===== config.mk =====
export PLATFORM = sky130hd
export DESIGN_NAME = link_tx_gearbox
export DESIGN_NICKNAME = d
export VERILOG_FILES = /design/src/rtl/link_tx_gearbox.sv
export SDC_FILE = /design/constraint.sdc
export NUM_CORES = 1
export LEC_CHECK = 0
export ABC_AREA = 1
export CAP_MARGIN = 25
export CORE_AREA = 4 4 90 84
export CTS_BUF_LIST = sky130_fd_sc_hd__clkbuf_16
export DETAILED_ROUTE_END_ITERATION = 7
export DIE_AREA = 0 0 94 88
export GPL_TIMING_DRIVEN = 0
export PLACE_DENSITY_LB_ADDON = 0.05
export SYNTH_ARGS = -nofsm -noshare
export SYNTH_HDL_FRONTEND = slang
export SYNTH_SLANG_ARGS = --single-unit

===== constraint.sdc =====
create_clock -name clk -period 2.1 [get_ports clk]
set_input_delay 0.21 -clock clk [delete_from_list [all_inputs] [get_ports clk]]
set_output_delay 0.21 -clock clk [all_outputs]
set_load 0.01 [all_outputs]

===== src/rtl/link_tx_gearbox.sv =====
// link_tx_gearbox: serialises ARQ link words into LSB-first PHY beats with abort and statistics.
// Ports: clk/rst (sync, active-high); tx_link_* / tx_prio offer a word, tx_accept / tx_reject answer it;
// link_up / phy_ready come from the PHY; phy_* carry beats with sof/eof/prio framing and an abort pulse;
// words_sent / words_rejected are saturating counters.
package fatmeshy_pkg;
  localparam int LINK_WORD_SIZE = 20;
endpackage

module link_tx_gearbox #(
  parameter int WORD_WIDTH = fatmeshy_pkg::LINK_WORD_SIZE,
  parameter int LANE_WIDTH = 8,
  parameter int CNT_WIDTH  = 16
) (
  input  logic                  clk,
  input  logic                  rst,
  input  logic                  tx_link_valid,
  input  logic [WORD_WIDTH-1:0] tx_link_data,
  input  logic                  tx_prio,
  output logic                  tx_accept,
  output logic                  tx_reject,
  input  logic                  link_up,
  input  logic                  phy_ready,
  output logic                  phy_valid,
  output logic [LANE_WIDTH-1:0] phy_data,
  output logic                  phy_sof,
  output logic                  phy_eof,
  output logic                  phy_prio,
  output logic                  phy_abort,
  output logic [CNT_WIDTH-1:0]  words_sent,
  output logic [CNT_WIDTH-1:0]  words_rejected
);
  localparam int BEATS = (WORD_WIDTH + LANE_WIDTH - 1) / LANE_WIDTH;
  localparam int BW = $clog2(BEATS);
  localparam int SW = BEATS * LANE_WIDTH;
  typedef enum logic {IDLE, SEND} state_e;
  state_e state_q, state_d;
  logic [BW-1:0] beat_q, beat_d;
  logic [SW-1:0] shift_q, shift_d;
  logic [CNT_WIDTH-1:0] sent_q, sent_d, rej_q, rej_d;
  logic prio_q, prio_d, abort_q, abort_d, send, last, on;
  always_comb begin
    send = state_q == SEND;
    last = send & phy_ready & (beat_q == BW'(BEATS - 1));
    tx_accept = !rst & tx_link_valid & link_up & (!send | last);
    tx_reject = !rst & tx_link_valid & !link_up;
    // a last beat consumed while the link drops still completes; only a truncated word aborts
    state_d = tx_accept ? SEND : (last | !link_up) ? IDLE : state_q;
    beat_d = tx_accept ? '0 : (send & phy_ready) ? beat_q + 1'b1 : beat_q;
    // the current beat always sits in the low lane, so shift right as beats are consumed
    shift_d = tx_accept ? SW'(tx_link_data) : (send & phy_ready) ? shift_q >> LANE_WIDTH : shift_q;
    prio_d = tx_accept ? tx_prio : prio_q;
    abort_d = send & !link_up & !last;
    sent_d = sent_q + CNT_WIDTH'(last & ~&sent_q);
    rej_d = rej_q + CNT_WIDTH'(tx_reject & ~&rej_q);
    // outputs are gated by rst so they read zero for the whole reset cycle
    on = send & !rst;
    phy_valid = on;
    phy_data = on ? shift_q[LANE_WIDTH-1:0] : '0;
    phy_sof = on & (beat_q == '0);
    phy_eof = on & (beat_q == BW'(BEATS - 1));
    phy_prio = on & prio_q;
    phy_abort = abort_q & !rst;
    words_sent = sent_q;
    words_rejected = rej_q;
  end
  always_ff @(posedge clk) begin
    if (rst) begin
      state_q <= IDLE;
      beat_q <= '0;
      shift_q <= '0;
      prio_q <= 1'b0;
      abort_q <= 1'b0;
      sent_q <= '0;
      rej_q <= '0;
    end else begin
      state_q <= state_d;
      beat_q <= beat_d;
      shift_q <= shift_d;
      prio_q <= prio_d;
      abort_q <= abort_d;
      sent_q <= sent_d;
      rej_q <= rej_d;
    end
  end
endmodule


Yosys cells after proc, flatten, opt, wreduce, memory -nomap -nowiden:

Index checks and enable logic that the tools add are counted.

* register bits: 57
* logic and storage cells: 45
* memories: 0
* output and inout bits: 47
* bits of input ports: 26
* memory bits (writable): 0
* bits in latches: 0
* ROM bits: 0

* bitwise gates (word level): 17
* order comparisons: 0
* mux-type cells: 5
* shift-type cells: 0
* equality and inequality tests: 1
* $mul: 0
* $add $sub $neg: 3
* divide/modulo/power cells: 0
* reductions and logical operators: 12

Operators with widths (number)
* 20-bit 2-to-1 mux: 2
* 16-bit by 1-bit adder with 16-bit output: 2
* 16-bit AND reduction: 2
* 1-bit AND: 15
* 8-bit 2-to-1 mux: 1
* 1-bit logical NOT: 6
* 2-bit nonzero test: 2
* 2-bit by 1-bit adder with 2-bit output, second input constant: 1
* 2-bit equality test, second input constant: 1
* 2-bit logical NOT: 1
* 1-bit 2-to-1 mux: 2
* 1-bit OR: 2
* 2-bit OR reduction: 1

Longest topological paths before layout:

Gate-level depths: netlist of the first run.

* depth in word-level cells: 5
* depth in mapped cells: 13
* depth with buffers taken out: 13

Worst setup path after synthesis of the first run:

No wires, ideal clock.

* kind: reg-to-reg
* from: register rej_q[7] (netlist: words_rejected[7])
* to: register rej_q[10] (netlist: words_rejected[10])
* setup slack: 11 ps
* library setup time: 128 ps
* arrival: 1961 ps
* path buffers: 0
* required time: 1972 ps
* clock period less this slack: 2089 ps
* cell stages (with the launch flop): 14
* cell sequence: dfxtp_1 > nand2_1 > nor2_1 > inv_1 > nor2_1 > nand2_1 > o21a_1 > ha_1 > ha_1 > nand3_1 > nor2_4 > nand2_1 > xor2_1 > nor2_1

* longest elaborated chain between the ends: 4

RTL lines
* from (decl): RTL line 39 `logic [CNT_WIDTH-1:0] sent_q, sent_d, rej_q, rej_d;`
* from (signal assigned): RTL line 82 `rej_q <= rej_d;`
* 16-bit AND reduction: RTL line 54 `rej_d = rej_q + CNT_WIDTH'(tx_reject & ~&rej_q);`
* 1-bit logical NOT: RTL line 54
* 1-bit AND: RTL line 54
* 16-bit by 1-bit adder with 16-bit output *: RTL line 54

Every way passes the cells marked *; elsewhere a longest branch is shown, timed or not.
A chain may end at the register's enable or synchronous reset.

Worst setup path in the final report of the first run:

* from: register sent_q[2] (netlist: words_sent[2])
* to: register sent_q[8] (netlist: words_sent[8])

* longest elaborated chain between the ends: 4

RTL lines
* from (decl): RTL line 39
* from (signal assigned): RTL line 81 `sent_q <= sent_d;`
* 16-bit AND reduction: RTL line 53 `sent_d = sent_q + CNT_WIDTH'(last & ~&sent_q);`
* 1-bit logical NOT: RTL line 53
* 1-bit AND: RTL line 53
* 16-bit by 1-bit adder with 16-bit output *: RTL line 53

Marks and branches as above.

==> results of run 1 <==
[final cells by class]
class,count,share of cell area
timing repair buffer,79,0.190
buffer,14,0.0163
clock buffer,9,0.0555
multi-input combinational,308,0.364
sequential,57,0.284
clock inverter,7,0.0136
tap,90,0.0278
inverter,53,0.0490
[where the power goes]
part	switching [mW]	leakage, nW	total [mW]	internal, mW
clock	0.479	0.150	1.37	0.894
sequential	0.00935	0.464	1.11	1.10
combinational	0.0886	0.890	0.171	0.0827
[metrics by stage]
stage	TNS (ns)	area, µm²	util
floorplan	0	2840	-
global placement	-3.13	3680	0.564
detailed placement	-3.37	3680	0.564
CTS	0	3980	0.611
global route	-0.0165	4060	0.623
finish	0	4060	0.623
[kinds of logic after synthesis]
family | after synthesis | synth area share
adder cells (fa/ha/maj) | 7 | 0.0308
AND/OR/NAND/NOR | 251 | 0.374
flip-flops | 57 | 0.401
buffers and inverters | 67 | 0.0920
AO/OA/AOI/OAI | 43 | 0.0805
XOR/XNOR | 7 | 0.0216
[metal layers]
| metal | part of all wire | GRT usage |
|---|---|---|
| met5 | 0 | 0 |
| met4 | 0.013 | 0.0761 |
| met3 | 0.066 | 0.0481 |
| met2 | 0.46 | 0.317 |
| met1 | 0.46 | 0.255 |
[flip-flops by register name (all words and copies together), names as in the netlist]
| name | count |
|---|---|
| words_rejected | 16 |
| send | 1 |
| prio_q | 1 |
| abort_q | 1 |
| words_sent | 16 |
| beat_q | 2 |
| shift_q | 20 |
[worst max-delay path by stage]
stage / end / cells past startpoint
final: words_sent[8] / 11
after global routing: words_sent[8] / 11
after CTS: phy_abort / 5
after detailed placement: words_rejected[12] / 12
after global placement: words_rejected[12] / 12
after floorplan: words_rejected[10] / 13
[synthesized netlist by cell type]
cell type	number	area, µm²
dfxtp_1	57	1140
nor3_1	4	20.0
o21a_1	3	22.5
nand3_1	32	160
a211oi_1	2	15.0
nand3b_1	4	30.0
inv_1	51	191
nand4_1	8	50.1
nor3b_1	2	15.0
and3_1	1	6.26
o21ai_0	8	40.0
nor2_4	2	22.5
nor2_1	95	357
clkbuf_1	8	30.0
a21oi_1	29	145
buf_2	5	25.0
xnor2_1	2	17.5
inv_2	2	7.51
ha_1	7	87.6
a31oi_1	1	6.26
nand2_4	1	11.3
xor2_1	5	43.8
buf_4	1	7.51
nand2_1	99	372
nand2_2	2	12.5
or2_2	1	6.26
[worst min-delay path, delay by kind of cell]
family / cells / cell delay [ns]
AO/OA/AOI/OAI: 1 / 0.08
buffers and inverters: 2 / 0.23
AND/OR/NAND/NOR: 1 / 0.13
[what timing repair did]
action,CTS,global route
gates resized for setup,10,13
endpoints found under the setup margin,18,13
setup buffers,1,6
pin swaps,1,3
==> impl_metrics.toml, run 1 <==
[synthesis]
syn_area_um2 = 2840
ys_seq_elements = 57
synth_cells = 432
synth_nets = 465
synth.distinct_cells = 26
syn_area_per_cell_um2 = 6.58
ys_seq_area_frac = 0.401
yosys_warnings = 0

[run_status]
status = "finished clean"

[cells_and_area]
syn2layout_area_growth_pct = 42.7
final_cell_mix = "nand2_1, nor2_1, clkdlybuf4s50_1"
multi_input_area_um2 = 1480
final.fill_count = 620
final_nets = 555
final_cells = 617
final_common_cell = "nand2_1"
n_antenna_cell = 0
regArea_um2 = 1150
drive_above_1_share = 0.0949

[placement]
pre_cts_slack_ns = -0.435
port-buffer-count = 72
dp_cells = 594
place.gp.congestion = 0.875
dp_hpwl_um = 5640

[critical_path]
worstReg2RegEnd = "words_sent[8]"
crit_type = "reg -> reg"
slowest_delay_ns = 0.43
regToRegStartpoint = "words_sent[2]"
path_buf_inv = 0
worst-r2r-cell-count = 11
critPathLaunchType = "flop"
crit_start = "words_sent[2]"
critPathTopFamily = "simple AND/OR/NAND/NOR gates"
crit_slowest_cell = "dfxtp_1"
rrSetupSlack_ns = 0.14
end_kind = "flop"
critPathRequiredTime_ns = 2.34
cp_cell_sequence = "nand2_1 > nor2_1 > nand4_1 > nor2_1 > a21oi_1 > ha_1 > ha_1 > nand2_1 > nor2_2 > and3_1 > nor3_1"
crit_arrival_ns = 2.21
worstPathMaxFanout = 7

[sta]
fin_ws_ns = 0.138
fin_crit_ns = 1.96
hold_violations = 0
max_freq_mhz = 510
tightest_slew_ns = 0.564
drv_slew = 0
fin_crit_sh = 0.934
setup_viol = 0
relSlewSlack = 0.624
fin_skew_ns = 0.00486
whs_ns = 0.385

[floorplan]
rows = 28
ioPinCount = 73
fp.dieW_um = 94
start_util = 0.436
core_area_um2 = 6520
die-height_um = 88
die-area_um2 = 8270

[hold_path]
holdPathEnd = "send"
worstHoldStart = "rst"
hold_class = "in -> reg"
hold_depth = 4

[clock_network]
clockRootBuffer = "clkbuf_16"
cts.path.max_buffers = 2
cts_hold_buffers = 0
cts_tree = "built"
clock_latency_ns = 0.32
cts.clk_slew.worst_paths_ns = 0.05
numCtsBuffers = 9
htreeDepth = 3
cts.sinks = 57

[route]
via_count = 2907
postRouteAntennaNets = 0
dr.first_iter.drc_count = 115
drt-pass1-iter-count = 4
drc = 0
via_per_inst = 4.71
post_drt_wl_per_cell_um = 12.7
routed_wl_um = 7810

[job]
cap_violations = 0

[power_and_ir_drop]
total_power_mw = 2.65
total_leakage_power_nw = 1.50
cellPowerDensity_nw_per_um2 = 654
vdd_drop_max_v = 0.000549

[global_routing]
grt_max_degree = 11
grt_pass1_vias = 2751
grt-ovfl-total = 0
antenna_found_initial = 0
grt_pass1_wl_um = 12700
grt_usage = 0.197
(Power assumes the default switching activity.)
==> inputs of run 2 (changes only) <==
--- a/config.mk
+++ b/config.mk
@@ -11,7 +11,7 @@
 export CTS_BUF_LIST = sky130_fd_sc_hd__clkbuf_16
 export DETAILED_ROUTE_END_ITERATION = 7
 export DIE_AREA = 0 0 94 88
-export GPL_TIMING_DRIVEN = 0
+export GPL_TIMING_DRIVEN = 1
 export PLACE_DENSITY_LB_ADDON = 0.05
 export SYNTH_ARGS = -nofsm -noshare
 export SYNTH_HDL_FRONTEND = slang
==> run 2 against run 1 <==
Against the previous run: power is 4.2% lower; non-clock buffer count is 6 higher; core utilization is 0.65 points higher; maximum frequency is 3.5% higher; highest routed layer unchanged.
==> impl_metrics.toml, run 2 (same netlist as run 1, synthesis figures left out) <==
[clock_network]
cts.clk_slew.worst_paths_ns = 0.05
cts_hold_buffers = 0
cts_tree = "built"
clockRootBuffer = "clkbuf_16"
numCtsBuffers = 9
clock_latency_ns = 0.32
post_cts_buffers = 0
cts.path.max_buffers = 2
htreeDepth = 3
cts.sinks = 57

[sta]
fin_skew_ns = 0.00600
fin_crit_sh = 0.902
setup_viol = 0
tightest_slew_ns = 0.508
hold_violations = 0
max_freq_mhz = 528
tns_ns = 0
whs_ns = 0.257
relSlewSlack = 0.662
fin_crit_ns = 1.90
rsz0062_at_grt = "no"
drv_slew = 0
fin_ws_ns = 0.205

[power_and_ir_drop]
pwr-share-seq = 0.436
p_clk_frac = 0.499
cellPowerDensity_nw_per_um2 = 621
combPwrFrac = 0.064
p_sw_frac = 0.228
p_sw_mw = 0.579
total_leakage_power_nw = 1.56
vdd_drop_max_v = 0.000497
p_int_mw = 1.96

[route]
drc = 0
routed_wl_um = 7340
postRouteAntennaNets = 0
dr.first_iter.drc_count = 96
via_count = 2911
via_per_inst = 4.67
drt-pass1-iter-count = 4
post_drt_wl_per_cell_um = 11.8

[global_routing]
grt_pass1_vias = 2695
grt_use_met3 = 0.0576
grt-busiest-layer = "met2"
grt_usage = 0.185
met1_usage = 0.245
grt_pass1_wl_um = 12100
grt-ovfl-total = 0
antenna_found_initial = 0
grt_use_met2 = 0.292
grt_max_degree = 49

[placement]
dp_hpwl_um = 5270
pre_cts_slack_ns = -0.124
placed_area_um2 = 3810
place.gp.congestion = 0.813
port-buffer-count = 72

[critical_path]
path_buf_inv = 2
worstPathMaxFanout = 5
critPathTopFamily = "compound AO/OA/AOI/OAI gates"
slowest_delay_ns = 0.31
critPathLaunchType = "flop"
critPathRequiredTime_ns = 2.28
end_kind = "flop"
cp_cell_sequence = "inv_1 > ha_1 > nand3_1 > a21oi_1 > ha_2 > buf_4 > nand2_1 > nor2_1 > nand2_1 > o21ai_0 > a21oi_1"
rrSetupSlack_ns = 0.20
crit_arrival_ns = 2.08
crit_type = "reg -> reg"
crit_slowest_cell = "dfxtp_1"

[floorplan]
start_util = 0.436
die-height_um = 88
fp.dieW_um = 94
ioPinCount = 73
die-area_um2 = 8270
rows = 28
core_area_um2 = 6520

[cells_and_area]
n_antenna_cell = 0
drive_above_1_share = 0.111
final_nets = 561
post-route-util = 0.629
final_common_cell = "nand2_1"
registers.top_by_ff_count = "shift_q"
syn2layout_area_growth_pct = 44.2
final.fill_count = 622
fin_area_um2 = 4100
largest_reg_flops = 20
final_cell_mix = "nand2_1, nor2_1, clkdlybuf4s50_1"

[run_status]
status = "finished clean"

[job]
cap_violations = 0

[hold_path]
hold_class = "in -> reg"
-- run 2: cell types whose count changed in the layout (fill, tap and decap cells not counted), sizes merged --
cell         change
clkinvlp         +1
clkinv           +2
dlygate4sd2      -1
buf             +16
bufinv           -1
inv              -2
clkbuf           -9
-- run 2: timing repair --
action,4_1_cts,5_1_grt
hold endpoints to repair,0,0
gates resized for setup,0,11
endpoints found under the setup margin,0,20
-- run 2: power groups by stage --
stage | combinational [mW] | sequential [mW] | clock (mW)
after floorplan | 0.0827 | 1.13 | 0
after global placement | 0.163 | 1.13 | 0
after detailed placement | 0.163 | 1.13 | 0
after CTS | 0.165 | 1.11 | 1.29
after global routing | 0.181 | 1.11 | 1.35
final | 0.164 | 1.11 | 1.27
-- run 2: path summary, 6_finish.rpt --
path,startpoint,endpoint,cells after the start
worst max-delay path,beat_q[0],words_sent[15],11
worst min-delay path,rst,send,4
worst max register to register,beat_q[0],words_sent[15],11
worst min register to register,prio_q,prio_q,2
-- run 2: worst register-to-register path, stage by stage (launching register included) --
cell	delay, ns
dfxtp_1	0.31
inv_1	0.08
ha_1	0.19
nand3_1	0.13
a21oi_1	0.15
ha_2	0.20
buf_4	0.11
nand2_1	0.06
nor2_1	0.09
nand2_1	0.13
o21ai_0	0.20
a21oi_1	0.08
-- run 2: layout make-up --
class	instances	area, µm²	share of cell area
multi-input combinational	308	1460	0.356
sequential	57	1140	0.279
timing repair buffer	99	921	0.225
clock buffer	9	225	0.0549
inverter	53	199	0.0485
tap	90	113	0.0275
clock inverter	7	38.8	0.00946
-- run 2: layer usage --
layer	up-vias	wire, µm
li1	1549	-
met1	1286	3560
met2	69	3350
met3	7	359
met4	0	77
met5	-	0
-- run 2: per-stage QoR --
step | cells | power, mW
4_1_cts | 623 | 2.57
3_5_place_dp | 607 | 1.30
6_report | 623 | 2.54
3_3_place_gp | 607 | 1.30
2_1_floorplan | 432 | 1.21
5_1_grt | 623 | 2.64
==> inputs of run 3 (changes only) <==
--- a/config.mk
+++ b/config.mk
@@ -5,12 +5,11 @@
 export SDC_FILE = /design/constraint.sdc
 export NUM_CORES = 1
 export LEC_CHECK = 0
-export ABC_AREA = 1
 export CAP_MARGIN = 25
-export CORE_AREA = 4 4 90 84
+export CORE_AREA = 4 4 87 81
 export CTS_BUF_LIST = sky130_fd_sc_hd__clkbuf_16
 export DETAILED_ROUTE_END_ITERATION = 7
-export DIE_AREA = 0 0 94 88
+export DIE_AREA = 0 0 91 85
 export GPL_TIMING_DRIVEN = 1
 export PLACE_DENSITY_LB_ADDON = 0.05
 export SYNTH_ARGS = -nofsm -noshare
==> run 3 against run 2 <==
Against the previous run: routed wire length down 10%; die area down 6.5%; design area down 5.6%; first-iteration DRC count up 50%; sequential power about the same; via count down 18%; critical path type unchanged; critical endpoint is now words_sent[10].
==> impl_metrics.toml, run 3 <==
[run_status]
status = "finished clean"

[cells_and_area]
syn2layout_area_growth_pct = 49.7
final_nets = 438
n_antenna_cell = 0
final_common_cell = "clkdlybuf4s50_1"
largest_reg_flops = 20
final_cell_mix = "clkdlybuf4s50_1, dfxtp_1, nor2_1"
registers.top_by_ff_count = "shift_q"
drive_above_1_share = 0.155

[critical_path]
crit_slowest_cell = "or4_4"
slowest_delay_ns = 0.41
worstPathMaxFanout = 3
cp_cell_sequence = "inv_1 > ha_4 > nand3_1 > a21oi_2 > ha_2 > ha_2 > nand2_1 > or4_4 > xor2_1 > nor2_1"
crit_arrival_ns = 2.15
crit_type = "reg -> reg"
worst-r2r-cell-count = 10
crit_start = "beat_q[0]"
end_kind = "flop"
path_common_cell = "ha_2"
critPathTopFamily = "simple AND/OR/NAND/NOR gates"
critPathLaunchType = "flop"
critPathRequiredTime_ns = 2.30
path_buf_inv = 1
regToRegStartpoint = "beat_q[0]"
path_depth = 10

[placement]
dp_hpwl_um = 4770
port-buffer-count = 72
place.gp.congestion = 0.801

[route]
via_count = 2397
dr.first_iter.drc_count = 144
drc = 0
post_drt_wl_per_cell_um = 13.7
routed_wl_um = 6590
postRouteAntennaNets = 0
via_per_inst = 5.00
drt-pass1-iter-count = 4

[clock_network]
clock_latency_ns = 0.32
htreeDepth = 3
cts_tree = "built"
cts_resized = 2
cts.sinks = 57
numCtsBuffers = 9
post_cts_buffers = 0
clockRootBuffer = "clkbuf_16"
cts.clk_slew.worst_paths_ns = 0.05
cts_hold_buffers = 0
cts.path.max_buffers = 2

[synthesis]
yosysMostFrequentCell = "dfxtp_1"
yosys_warnings = 0
synth-edff-count = 0
synth-main-ff-cell = "dfxtp_1"
syn_area_per_cell_um2 = 8.50
ys_top_cells_by_count = "dfxtp_1, nor2_1, nand2_1, nand3_1"
ys_async_sr_fraction = 0
syn_area_um2 = 2580
synth_top_area_share = 0.442
synth_top_area_cell = "dfxtp_1"
ys_seq_elements = 57
ys_seq_area_frac = 0.442
synth.distinct_cells = 33
synth_area_leaders = "dfxtp_1, nor2_1, nand3_1"
synth_nets = 337
synth_cells = 304

[power_and_ir_drop]
total_power_mw = 2.47
vdd_drop_max_v = 0.000428
cellPowerDensity_nw_per_um2 = 638
total_leakage_power_nw = 1.45

[global_routing]
grt_pass1_vias = 2392
grt_usage = 0.181
grt_max_degree = 34
grt-ovfl-total = 0
antenna_found_initial = 0
grt_pass1_wl_um = 11400

[sta]
fin_skew_ns = 0.00554
relSlewSlack = 0.733
whs_ns = 0.415
max_freq_mhz = 512
hold_violations = 0
tightest_slew_ns = 0.397
setup_viol = 0
fin_crit_sh = 0.931
drv_slew = 0
fin_crit_ns = 1.95
rsz0062_at_grt = "yes"

[hold_path]
hold_class = "in -> reg"
worstHoldStart = "rst"
hold_depth = 3

[floorplan]
core_area_um2 = 6080
fp.dieW_um = 91
die-height_um = 85
die-area_um2 = 7740
start_util = 0.425
rows = 27
ioPinCount = 73

[job]
cap_violations = 0
[run 3: final timing paths]
check	endpoint	slack, ns
worst min-delay path	words_sent[14]	0.41
worst max register to register	words_sent[10]	0.15
worst max-delay path	words_sent[10]	0.15
worst min register to register	shift_q[12]	0.47
[run 3: kinds of logic (layout without fill, tap and decap cells)]
family / count (synthesis) / count (layout) / synth area share
adder cells (fa/ha/maj): 7 / 7 / 0.0339
buffers and inverters: 24 / 127 / 0.0407
AND/OR/NAND/NOR: 161 / 161 / 0.314
multiplexers: 1 / 1 / 0.00387
flip-flops: 57 / 57 / 0.442
AO/OA/AOI/OAI: 26 / 26 / 0.0712
XOR/XNOR: 28 / 28 / 0.0949
[run 3: cell type report]
cell class | instances | area, µm²
multi-input combinational | 223 | 1380
clock buffer | 9 | 225
inverter | 5 | 18.8
sequential | 57 | 1140
clock inverter | 4 | 15.0
timing repair buffer | 109 | 996
tap | 72 | 90.1
fill | 563 | 2210
[run 3: metrics by stage]
step                      TNS [ns]  worst slack [ns]  cell area (µm²)  std cells   util
after floorplan                  0             0.105             2590        304      -
after global placement     -0.0280           -0.0280             3590        466  0.590
after detailed placement    -0.254           -0.0826             3590        466  0.590
after CTS                        0            0.0303             3840        479  0.631
after global routing             0           0.00885             3870        479  0.636
final                            0             0.146             3870        479  0.636
[run 3: metal layers]
| metal | up-vias | track usage | wire length (µm) | share of wire |
|---|---|---|---|---|
| met5 | - | 0 | 0 | 0 |
| met3 | 6 | 0.0665 | 376 | 0.057 |
| met1 | 1089 | 0.243 | 3260 | 0.49 |
| met4 | 0 | 0.0493 | 44 | 0.0067 |
| li1 | 1247 | - | - | - |
| met2 | 55 | 0.275 | 2910 | 0.44 |
[run 3: worst register-to-register path: stages (launching register included)]
cell and delay [ns]:
dfxtp_1 0.29, inv_1 0.11, ha_4 0.17, nand3_1 0.12, a21oi_2 0.13, ha_2 0.19
ha_2 0.19, nand2_1 0.05, or4_4 0.41, xor2_1 0.14, nor2_1 0.05
[run 3: power breakdown]
part	internal (mW)	leakage [nW]	total (mW)	switching, mW
combinational	0.0829	0.864	0.155	0.0724
clock	0.756	0.121	1.20	0.439
sequential	1.11	0.463	1.12	0.0118
total	1.94	1.45	2.47	0.523
